===== config.mk =====
export PLATFORM = sky130hd
export DESIGN_NAME = mux_sel_ctrl_flat
export DESIGN_NICKNAME = d
export VERILOG_FILES = /design/src/rtl/mux_sel_ctrl_if.sv /design/src/rtl/mux_sel_ctrl.sv /design/src/flat_wrapper.sv
export SDC_FILE = /design/constraint.sdc
export NUM_CORES = 1
export LEC_CHECK = 0
export BUFFER_PORTS_ARGS = -buffer_cell sky130_fd_sc_hd__buf_2
export CAP_MARGIN = 25
export CORE_UTILIZATION = 40
export DETAILED_ROUTE_END_ITERATION = 10
export SLEW_MARGIN = 20
export SYNTH_ARGS = -nofsm -noshare
export SYNTH_HDL_FRONTEND = slang
export SYNTH_SLANG_ARGS = --single-unit

===== constraint.sdc =====
create_clock -name clk -period 1.4 [get_ports clk]
set_input_delay 0.14 -clock clk [delete_from_list [all_inputs] [get_ports clk]]
set_output_delay 0.14 -clock clk [all_outputs]
set_load 0.01 [all_outputs]

===== src/rtl/mux_sel_ctrl_if.sv =====
// Pin-side bundle for mux_sel_ctrl: raw control/operand inputs in,
// registered mux operands, select and debug state out.
interface mux_sel_ctrl_if;
  logic       ena;
  logic       btn;
  logic       mode_auto;
  logic       force_en;
  logic       force_val;
  logic       a_raw;
  logic       b_raw;
  logic       a;
  logic       b;
  logic       sl;
  logic       sel_pulse;
  logic [1:0] dbg_state;

  modport master (
    output ena, btn, mode_auto, force_en, force_val, a_raw, b_raw,
    input  a, b, sl, sel_pulse, dbg_state
  );

  modport slave (
    input  ena, btn, mode_auto, force_en, force_val, a_raw, b_raw,
    output a, b, sl, sel_pulse, dbg_state
  );
endinterface


===== src/rtl/mux_sel_ctrl.sv =====
// mux_sel_ctrl: select/operand control stage for a 2:1 mux cell.
// Synchronises raw pins, debounces a toggle button, supports periodic
// auto-toggle and a force override; a, b and sl are registered together.
// Optional build macro MUX_SEL_BLANK_EN: blank a/b to 0 on the edge
// where sl changes (one-cycle switchover blanking).
module mux_sel_ctrl #(
  parameter int DEBOUNCE_CYCLES = 16,
  parameter int AUTO_PERIOD     = 256,
  parameter int CNT_W           = 8
) (
  input  logic           clk,
  input  logic           rst,
  mux_sel_ctrl_if.slave  bus
);

  typedef enum logic [1:0] {
    IDLE         = 2'b00,
    PRESS_WAIT   = 2'b01,
    HELD         = 2'b10,
    RELEASE_WAIT = 2'b11
  } dbn_state_e;

  localparam logic [CNT_W-1:0] DEB_LAST  = CNT_W'(DEBOUNCE_CYCLES - 1);
  localparam logic [CNT_W-1:0] AUTO_LAST = CNT_W'(AUTO_PERIOD - 1);

  logic [1:0]       rst_pipe;
  logic             run;
  logic [5:0]       raw, s1, s2;
  logic             btn_s, mode_auto_s, force_en_s, force_val_s, a_raw_s, b_raw_s;
  dbn_state_e       state, state_n;
  logic [CNT_W-1:0] cnt, cnt_n, acnt, acnt_n;
  logic             press_evt, auto_run, auto_evt;
  logic             sl_q, sl_n, sl_chg, pulse_q, a_q, b_q, a_n, b_n;

  // Reset asserts asynchronously; release is held off two edges so the
  // first functional edge is clean.
  always_ff @(posedge clk or posedge rst) begin
    if (rst) rst_pipe <= 2'b11;
    else     rst_pipe <= {rst_pipe[0], 1'b0};
  end

  assign run = bus.ena & ~rst_pipe[1];

  assign raw = {bus.btn, bus.mode_auto, bus.force_en, bus.force_val, bus.a_raw, bus.b_raw};
  assign {btn_s, mode_auto_s, force_en_s, force_val_s, a_raw_s, b_raw_s} = s2;

  // Two-flop synchronisers for every raw pin, frozen by ena.
  always_ff @(posedge clk or posedge rst) begin
    if (rst) begin
      s1 <= '0;
      s2 <= '0;
    end else if (run) begin
      s1 <= raw;
      s2 <= s1;
    end
  end

  // Debounce next-state: a press/release is accepted only after
  // DEBOUNCE_CYCLES consecutive stable samples.
  always_comb begin
    state_n   = state;
    cnt_n     = cnt;
    press_evt = 1'b0;
    unique case (state)
      IDLE: begin
        if (btn_s) begin
          state_n = PRESS_WAIT;
          cnt_n   = '0;
        end
      end
      PRESS_WAIT: begin
        if (!btn_s) state_n = IDLE;
        else if (cnt == DEB_LAST) begin
          state_n   = HELD;
          press_evt = 1'b1;
        end else cnt_n = cnt + CNT_W'(1);
      end
      HELD: begin
        if (!btn_s) begin
          state_n = RELEASE_WAIT;
          cnt_n   = '0;
        end
      end
      RELEASE_WAIT: begin
        if (btn_s) state_n = HELD;
        else if (cnt == DEB_LAST) state_n = IDLE;
        else cnt_n = cnt + CNT_W'(1);
      end
    endcase
  end

  // Auto counter and select arbitration: force beats auto beats button.
  // In auto mode the FSM still tracks the button but its event is dropped.
  always_comb begin
    auto_run = mode_auto_s & ~force_en_s;
    auto_evt = auto_run && (acnt == AUTO_LAST);
    acnt_n   = (!auto_run || auto_evt) ? '0 : acnt + CNT_W'(1);
    if (force_en_s)       sl_n = force_val_s;
    else if (mode_auto_s) sl_n = sl_q ^ auto_evt;
    else                  sl_n = sl_q ^ press_evt;
    sl_chg = sl_n ^ sl_q;
`ifdef MUX_SEL_BLANK_EN
    a_n = a_raw_s & ~sl_chg;
    b_n = b_raw_s & ~sl_chg;
`else
    a_n = a_raw_s;
    b_n = b_raw_s;
`endif
  end

  // State, counters and registered mux operands/select.
  always_ff @(posedge clk or posedge rst) begin
    if (rst) begin
      state   <= IDLE;
      cnt     <= '0;
      acnt    <= '0;
      sl_q    <= 1'b0;
      pulse_q <= 1'b0;
      a_q     <= 1'b0;
      b_q     <= 1'b0;
    end else if (run) begin
      state   <= state_n;
      cnt     <= cnt_n;
      acnt    <= acnt_n;
      sl_q    <= sl_n;
      pulse_q <= sl_chg;
      a_q     <= a_n;
      b_q     <= b_n;
    end
  end

  assign bus.a         = a_q;
  assign bus.b         = b_q;
  assign bus.sl        = sl_q;
  assign bus.sel_pulse = pulse_q & bus.ena;
  assign bus.dbg_state = state;

endmodule


===== src/flat_wrapper.sv =====
// flat-port wrapper written by rule: the top's interface ports become plain ports
module mux_sel_ctrl_flat 
#(
  parameter int DEBOUNCE_CYCLES = 16,
  parameter int AUTO_PERIOD     = 256,
  parameter int CNT_W           = 8
)
  (clk, rst, bus_ena, bus_btn, bus_mode_auto, bus_force_en, bus_force_val, bus_a_raw, bus_b_raw, bus_a, bus_b, bus_sl, bus_sel_pulse, bus_dbg_state);
  mux_sel_ctrl_if bus_i ();
  input  logic clk;
  input  logic rst;
  input wire logic [$bits(bus_i.ena)-1:0] bus_ena;
  input wire logic [$bits(bus_i.btn)-1:0] bus_btn;
  input wire logic [$bits(bus_i.mode_auto)-1:0] bus_mode_auto;
  input wire logic [$bits(bus_i.force_en)-1:0] bus_force_en;
  input wire logic [$bits(bus_i.force_val)-1:0] bus_force_val;
  input wire logic [$bits(bus_i.a_raw)-1:0] bus_a_raw;
  input wire logic [$bits(bus_i.b_raw)-1:0] bus_b_raw;
  output wire logic [$bits(bus_i.a)-1:0] bus_a;
  output wire logic [$bits(bus_i.b)-1:0] bus_b;
  output wire logic [$bits(bus_i.sl)-1:0] bus_sl;
  output wire logic [$bits(bus_i.sel_pulse)-1:0] bus_sel_pulse;
  output wire logic [$bits(bus_i.dbg_state)-1:0] bus_dbg_state;
  assign bus_i.ena = bus_ena;
  assign bus_i.btn = bus_btn;
  assign bus_i.mode_auto = bus_mode_auto;
  assign bus_i.force_en = bus_force_en;
  assign bus_i.force_val = bus_force_val;
  assign bus_i.a_raw = bus_a_raw;
  assign bus_i.b_raw = bus_b_raw;
  assign bus_a = bus_i.a;
  assign bus_b = bus_i.b;
  assign bus_sl = bus_i.sl;
  assign bus_sel_pulse = bus_i.sel_pulse;
  assign bus_dbg_state = bus_i.dbg_state;
  mux_sel_ctrl #(.DEBOUNCE_CYCLES(DEBOUNCE_CYCLES), .AUTO_PERIOD(AUTO_PERIOD), .CNT_W(CNT_W)) u_core (.clk(clk), .rst(rst), .bus(bus_i));
endmodule

==> flow_metrics.tcl, run 1 <==
set metrics [dict create \
    max_clock_freq_mhz 622 \
    violations "setup timing" \
    synth_largest_area_cell "dfrtp_1" \
    wire_per_inst_um 13.8 \
    worstSetupPathType "reg2reg" \
    ys.warnings.count 0 \
    grt_overflow 0 \
    whs_ns 0.0450 \
    drv_slew 0 \
    dpl_cell_area_um2 2050 \
    dp_hpwl_um 2730 \
    postLayoutSetupSlackWorst_ns -0.207 \
    min-delay-start "bus_force_en" \
    grt_max_degree 28 \
    power.net_switching_mw 0.736 \
    syn_to_final_growth_pct 33.9 \
    hold_class "in2reg" \
    core-area_um2 4060 \
    status "finished, violations left" \
    irDropWorstVdd_v 0.000764 \
    endpoint_kind "register" \
    grt_pass1_wl_um 6190 \
    syn_nets 191 \
    routed.top_layer "met4" \
    viasPerCell 5.17 \
    synth.distinct_cells 44 \
    r2r_slack_ns -0.21 \
    die_w_um 67.4 \
    first_pass_iters 5 \
    r2r-start "u_core.cnt[0]" \
    track_usage_pct 19.1 \
    postRouteAntennaNets 0 \
    ys_seq_area_share_pct 52.8 \
    insertion_delay_ns 0.28 \
    synth_area_um2 1710 \
    crit_start "u_core.cnt[0]" \
    final_common_cell "nand2_1" \
    setup_violations 12 \
    leakage_nw 1.10 \
    netlist.area_leader.share_pct 49.7 \
    period_share_pct 115 \
    synth_edf_count 0 \
    routed-wl-met2_um 2050 \
    clkPwrFrac_pct 41.2 \
    grt_setup_unrepaired "yes" \
    cp-endpoint "u_core.cnt[6]" \
    cts_tree "built" \
    fin_area_um2 2290 \
    swShare_pct 24.0 \
    final_nets 236 \
    rr_endpoint "u_core.cnt[6]" \
    final_cell_mix "nand2_1 (50), dfrtp_1 (34), buf_4 (25)" \
    antenna_found_initial 0 \
    required_ns 1.57 \
    antenna_cells 0 \
    drcViolationCount 0 \
    cap_violations 0 \
    wl_met3_um 127 \
    yosys_most_used_dff "dfrtp_1" \
    syn_avg_cell_area_um2 9.50 \
    yosys-top-cells-area "dfrtp_1 (50%), nand2_1 (11%), dfstp_2 (3.1%)" \
    hold_viol_final 0 \
    power_frac_seq_pct 41.0 \
    cp_max_fo 6 \
    io_buffers 14 \
    max-clock-path-buffers 2 \
    path_clk_slew_ns 0.07 \
    grt_pass1_vias 1385 \
    drt_iter0_markers 45 \
    rows 23 \
    fillers 368 \
    min_path_cells 3 \
    wl_met1_um 1550 \
    fin_cells 276 \
    dp_cells 265 \
    p_int_mw 2.33 \
    routed_wl_um 3810 \
    cts_inserted_buffers 5 \
    io_pins 15 \
    critPathLaunchType "register" \
    root_buffer "clkbuf_8" \
    rr_worst_depth 5 \
    arrival_ns 1.78 \
    dieHeight_um 67.4 \
    vias 1426 \
    cts_sinks 36 \
    finalWeightedCongestion 0.849 \
    die_area_um2 4540 \
    ys_ff_latch 36 \
    htreeDepth 2 \
    syn_inst 180 \
    final_layout_size_suffix_gt1_share_pct 31.9 \
    pwr-share-comb_pct 17.8 \
    synthArstFlopShare_pct 100 \
    powerDensity_nw_per_um2 1340 \
    start_util_pct 42.2 \
    clock_skew_ns 0.00141 \
    period_needed_ns 1.61 \
]
area by class of cell:
type | count | area [um^2] | share of cell area, %
Inverter | 3 | 11.3 | 0.492
Timing Repair Buffer | 45 | 342 | 14.9
Tap cell | 50 | 62.6 | 2.73
Sequential cell | 36 | 903 | 39.5
Multi-Input combinational cell | 134 | 812 | 35.5
Clock buffer | 5 | 68.8 | 3.01
Clock inverter | 3 | 90.1 | 3.93
sequential cells by signal (all words and copies together) (netlist names), named ones only:
signal,cells
u_core.pulse_q,1
u_core.bus.dbg_state,1
u_core.acnt,8
u_core.s1,6
u_core.bus.b,1
u_core.s2,6
u_core.rst_pipe,2
u_core.cnt,8
u_core.bus.sl,1
u_core.bus.a,1
per-stage QoR:
stage | utilization (%) | setup TNS, ns | worst slack (ns) | power, mW
floorplan | - | -0.444 | -0.112 | 1.55
global route | 56.4 | -2.53 | -0.256 | 3.21
CTS | 55.5 | -0.944 | -0.133 | 3.09
finish | 56.4 | -1.48 | -0.207 | 3.07
global placement | 50.5 | -0.597 | -0.119 | 1.75
detailed placement | 50.5 | -0.846 | -0.170 | 1.79
cells by family after synthesis:
group                      synth area share, %
AOI/OAI and AO/OA                         11.9
DFF                                       52.8
buffers and inverters                     2.78
other                                    0.219
and+or+nand+nor                           26.4
xor gates and xnor gates                  3.58
muxes                                    0.878
adders and majority gates                 1.46
layer usage:
| metal | up-vias | global-route usage, % |
|---|---|---|
| li1 | 702 | - |
| met1 | 683 | 21.8 |
| met2 | 32 | 32.1 |
| met3 | 9 | 4.73 |
| met4 | 0 | 11.2 |
| met5 | - | 0 |
critical path, stage by stage (launching register included):
cell	delay, ns
dfrtp_1	0.39
ha_2	0.18
nand4b_1	0.17
nor3_4	0.09
or3_4	0.43
o41ai_2	0.24
repair_timing:
item / in CTS / in global routing
endpoints found under the setup margin: 16 / 13
pin swaps: 4 / 0
gates resized for setup: 6 / 11
endpoints found under the hold margin: 9 / 0
buffers inserted: 2 / 0
hold buffers: 1 / 0
power groups by stage:
stage	Combinational [mW]	Clock, mW	Sequential [mW]
floorplan	0.256	0	1.29
global placement	0.484	0	1.27
detailed placement	0.509	0	1.28
CTS	0.536	1.29	1.26
global route	0.610	1.33	1.27
finish	0.547	1.26	1.26
worst min-delay path by stage:
stage	end
after global placement	u_core.s1[5]
after CTS	u_core.s1[5]
after detailed placement	u_core.s1[5]
after floorplan	u_core.s1[0]
after global routing	u_core.s1[5]
final	u_core.s1[3]
synth_stat cells (2+ instances only):
| cell | count |
|---|---|
| clkbuf_1 | 2 |
| buf_4 | 2 |
| and2_1 | 2 |
| dfrtp_1 | 34 |
| o31ai_1 | 5 |
| nor2_1 | 8 |
| xor2_1 | 3 |
| xnor2_1 | 4 |
| ha_1 | 2 |
| o21a_1 | 2 |
| a21oi_1 | 4 |
| nor3_1 | 4 |
| and3_1 | 3 |
| buf_2 | 2 |
| o21ai_0 | 10 |
| nand2b_1 | 4 |
| nand3_1 | 6 |
| nand4_1 | 4 |
| nand2_1 | 51 |
| dfstp_2 | 2 |
| inv_1 | 3 |
Power figures use the tool's default switching activity.
==> inputs of run 2 (changes only) <==
--- a/config.mk
+++ b/config.mk
@@ -7,9 +7,11 @@
 export LEC_CHECK = 0
 export BUFFER_PORTS_ARGS = -buffer_cell sky130_fd_sc_hd__buf_2
 export CAP_MARGIN = 25
+export CORE_MARGIN = 4
 export CORE_UTILIZATION = 40
 export DETAILED_ROUTE_END_ITERATION = 10
 export SLEW_MARGIN = 20
 export SYNTH_ARGS = -nofsm -noshare
 export SYNTH_HDL_FRONTEND = slang
 export SYNTH_SLANG_ARGS = --single-unit
+export TNS_END_PERCENT = 30
==> flow_metrics.tcl, run 2 (synthesized netlist as in run 1, its figures left out) <==
set metrics [dict create \
    worstSetupPathType "reg2reg" \
    dp_cells 265 \
    start_util_pct 42.2 \
    cts_inserted_buffers 5 \
    finalWeightedCongestion 0.890 \
    antenna_cells 0 \
    cts_tree "built" \
    io_buffers 14 \
    irDropWorstVdd_v 0.000842 \
    first_pass_iters 4 \
    cp-endpoint "u_core.cnt[3]" \
    viasPerCell 5.24 \
    rr_worst_depth 6 \
    fin_area_um2 2210 \
    final_nets 236 \
    hold_class "in2reg" \
    period_share_pct 109 \
    clock_skew_ns 0.00786 \
    grt_pass1_vias 1410 \
    rows 23 \
    root_buffer "clkbuf_8" \
    setup_violations 12 \
    htreeDepth 2 \
    r2r_slack_ns -0.12 \
    final_layout_size_suffix_gt1_share_pct 31.4 \
    track_usage_pct 15.4 \
    violations "setup timing" \
    max-clock-path-buffers 2 \
    leakage_nw 1.05 \
    final_common_cell "nand2_1" \
    routed_wl_um 3800 \
    cap_violations 0 \
    grt_setup_unrepaired "yes" \
    arrival_ns 1.70 \
    die_w_um 73.4 \
    antenna_found_initial 0 \
    cp_max_fo 6 \
    status "finished, violations left" \
    die_area_um2 5390 \
    cts_sinks 36 \
    top_regs "u_core.acnt x8, u_core.cnt x8" \
    r2r-start "u_core.cnt[1]" \
    core-area_um2 4060 \
    syn_to_final_growth_pct 29.2 \
    fin_cells 276 \
    grt_max_degree 28 \
    insertion_delay_ns 0.29 \
    drcViolationCount 0 \
    endpoint_kind "register" \
    drv_slew 0 \
    crit_start "u_core.cnt[1]" \
    dieHeight_um 73.4 \
    critPathLaunchType "register" \
    dp_hpwl_um 2670 \
    max_clock_freq_mhz 656 \
    required_ns 1.58 \
    postLayoutSetupSlackWorst_ns -0.124 \
    dpl_cell_area_um2 2030 \
    final_cell_mix "nand2_1 (51), dfrtp_1 (34), buf_4 (29)" \
    rr_endpoint "u_core.cnt[3]" \
    hold_viol_final 0 \
    period_needed_ns 1.52 \
    postRouteAntennaNets 0 \
    powerDensity_nw_per_um2 1150 \
    grt_pass1_wl_um 6430 \
    grt_overflow 0 \
    drt_iter0_markers 99 \
    vias 1445 \
    wire_per_inst_um 13.8 \
    io_pins 15 \
    path_clk_slew_ns 0.07 \
]
==> run 2: cell count changes in the layout (fill, tap and decap cells not counted), sizes merged <==
cell | previous run | this run
bufinv | 3 | 0
clkbuf | 5 | 7
clkinvlp | 0 | 1
==> run 2: how the worst min path moves through the flow <==
stage | from | to | slack, ns | cells after the start
2_1_floorplan | bus_b_raw | u_core.s1[0] | 0.25 | 2
4_1_cts | bus_mode_auto | u_core.s1[4] | 0.03 | 3
3_3_place_gp | rst | u_core.cnt[6] | 0.16 | 2
3_5_place_dp | rst | u_core.cnt[4] | 0.17 | 2
5_1_grt | bus_b_raw | u_core.s1[0] | 0.05 | 3
6_report | bus_force_val | u_core.s1[2] | 0.04 | 3
==> run 2: critical path, cell delays in order (launching register included) <==
cell and delay, ns:
dfrtp_1 0.39, ha_2 0.19, nand4b_1 0.14, nor3_2 0.08, buf_4 0.16, or2_4 0.24, a22o_1 0.22
==> run 2: what timing repair did <==
item / in CTS / in global routing
gates cloned: 0 / 0
endpoints found under the setup margin: 12 / 24
hold buffers: 1 / 0
pin swaps: 5 / 2
gates resized for setup: 7 / 7
endpoints found under the hold margin: 9 / 0
buffers inserted: 2 / 0
==> run 2: where the power goes <==
group	switching (mW)	internal, mW	leakage [nW]
sequential	0.0834	1.17	0.464
clock	0.367	0.400	0.0445
combinational	0.273	0.250	0.544
total	0.723	1.82	1.05
==> run 2: through the flow <==
| step | util, % | power (mW) | hold slack [ns] | setup TNS, ns | setup WS (ns) |
|---|---|---|---|---|---|
| after global placement | 50.1 | 1.74 | 0.163 | -0.763 | -0.162 |
| after detailed placement | 50.1 | 1.78 | 0.170 | -1.09 | -0.240 |
| after floorplan | - | 1.55 | 0.245 | -0.548 | -0.115 |
| after global routing | 54.5 | 2.69 | 0.0526 | -2.01 | -0.208 |
| after CTS | 53.7 | 2.56 | 0.0323 | -1.07 | -0.127 |
| final | 54.5 | 2.55 | 0.0427 | -0.865 | -0.124 |
==> run 2: cell type report <==
cell class	instances	area [um^2]
Clock inverter	1	7.51
Tap cell	50	62.6
Multi-Input combinational cell	134	821
Sequential cell	36	903
Fill cell	374	1850
Timing Repair Buffer	45	318
Inverter	3	11.3
Clock buffer	7	86.3
==> run 2: layer usage <==
metal  vias up  GRT usage [%]  routed length [um]
li1        703              -                   -
met1       696           18.8                1620
met5         -              0                   0
met3         6           3.28                 185
met2        40           26.1                1950
met4         0           6.84                  42
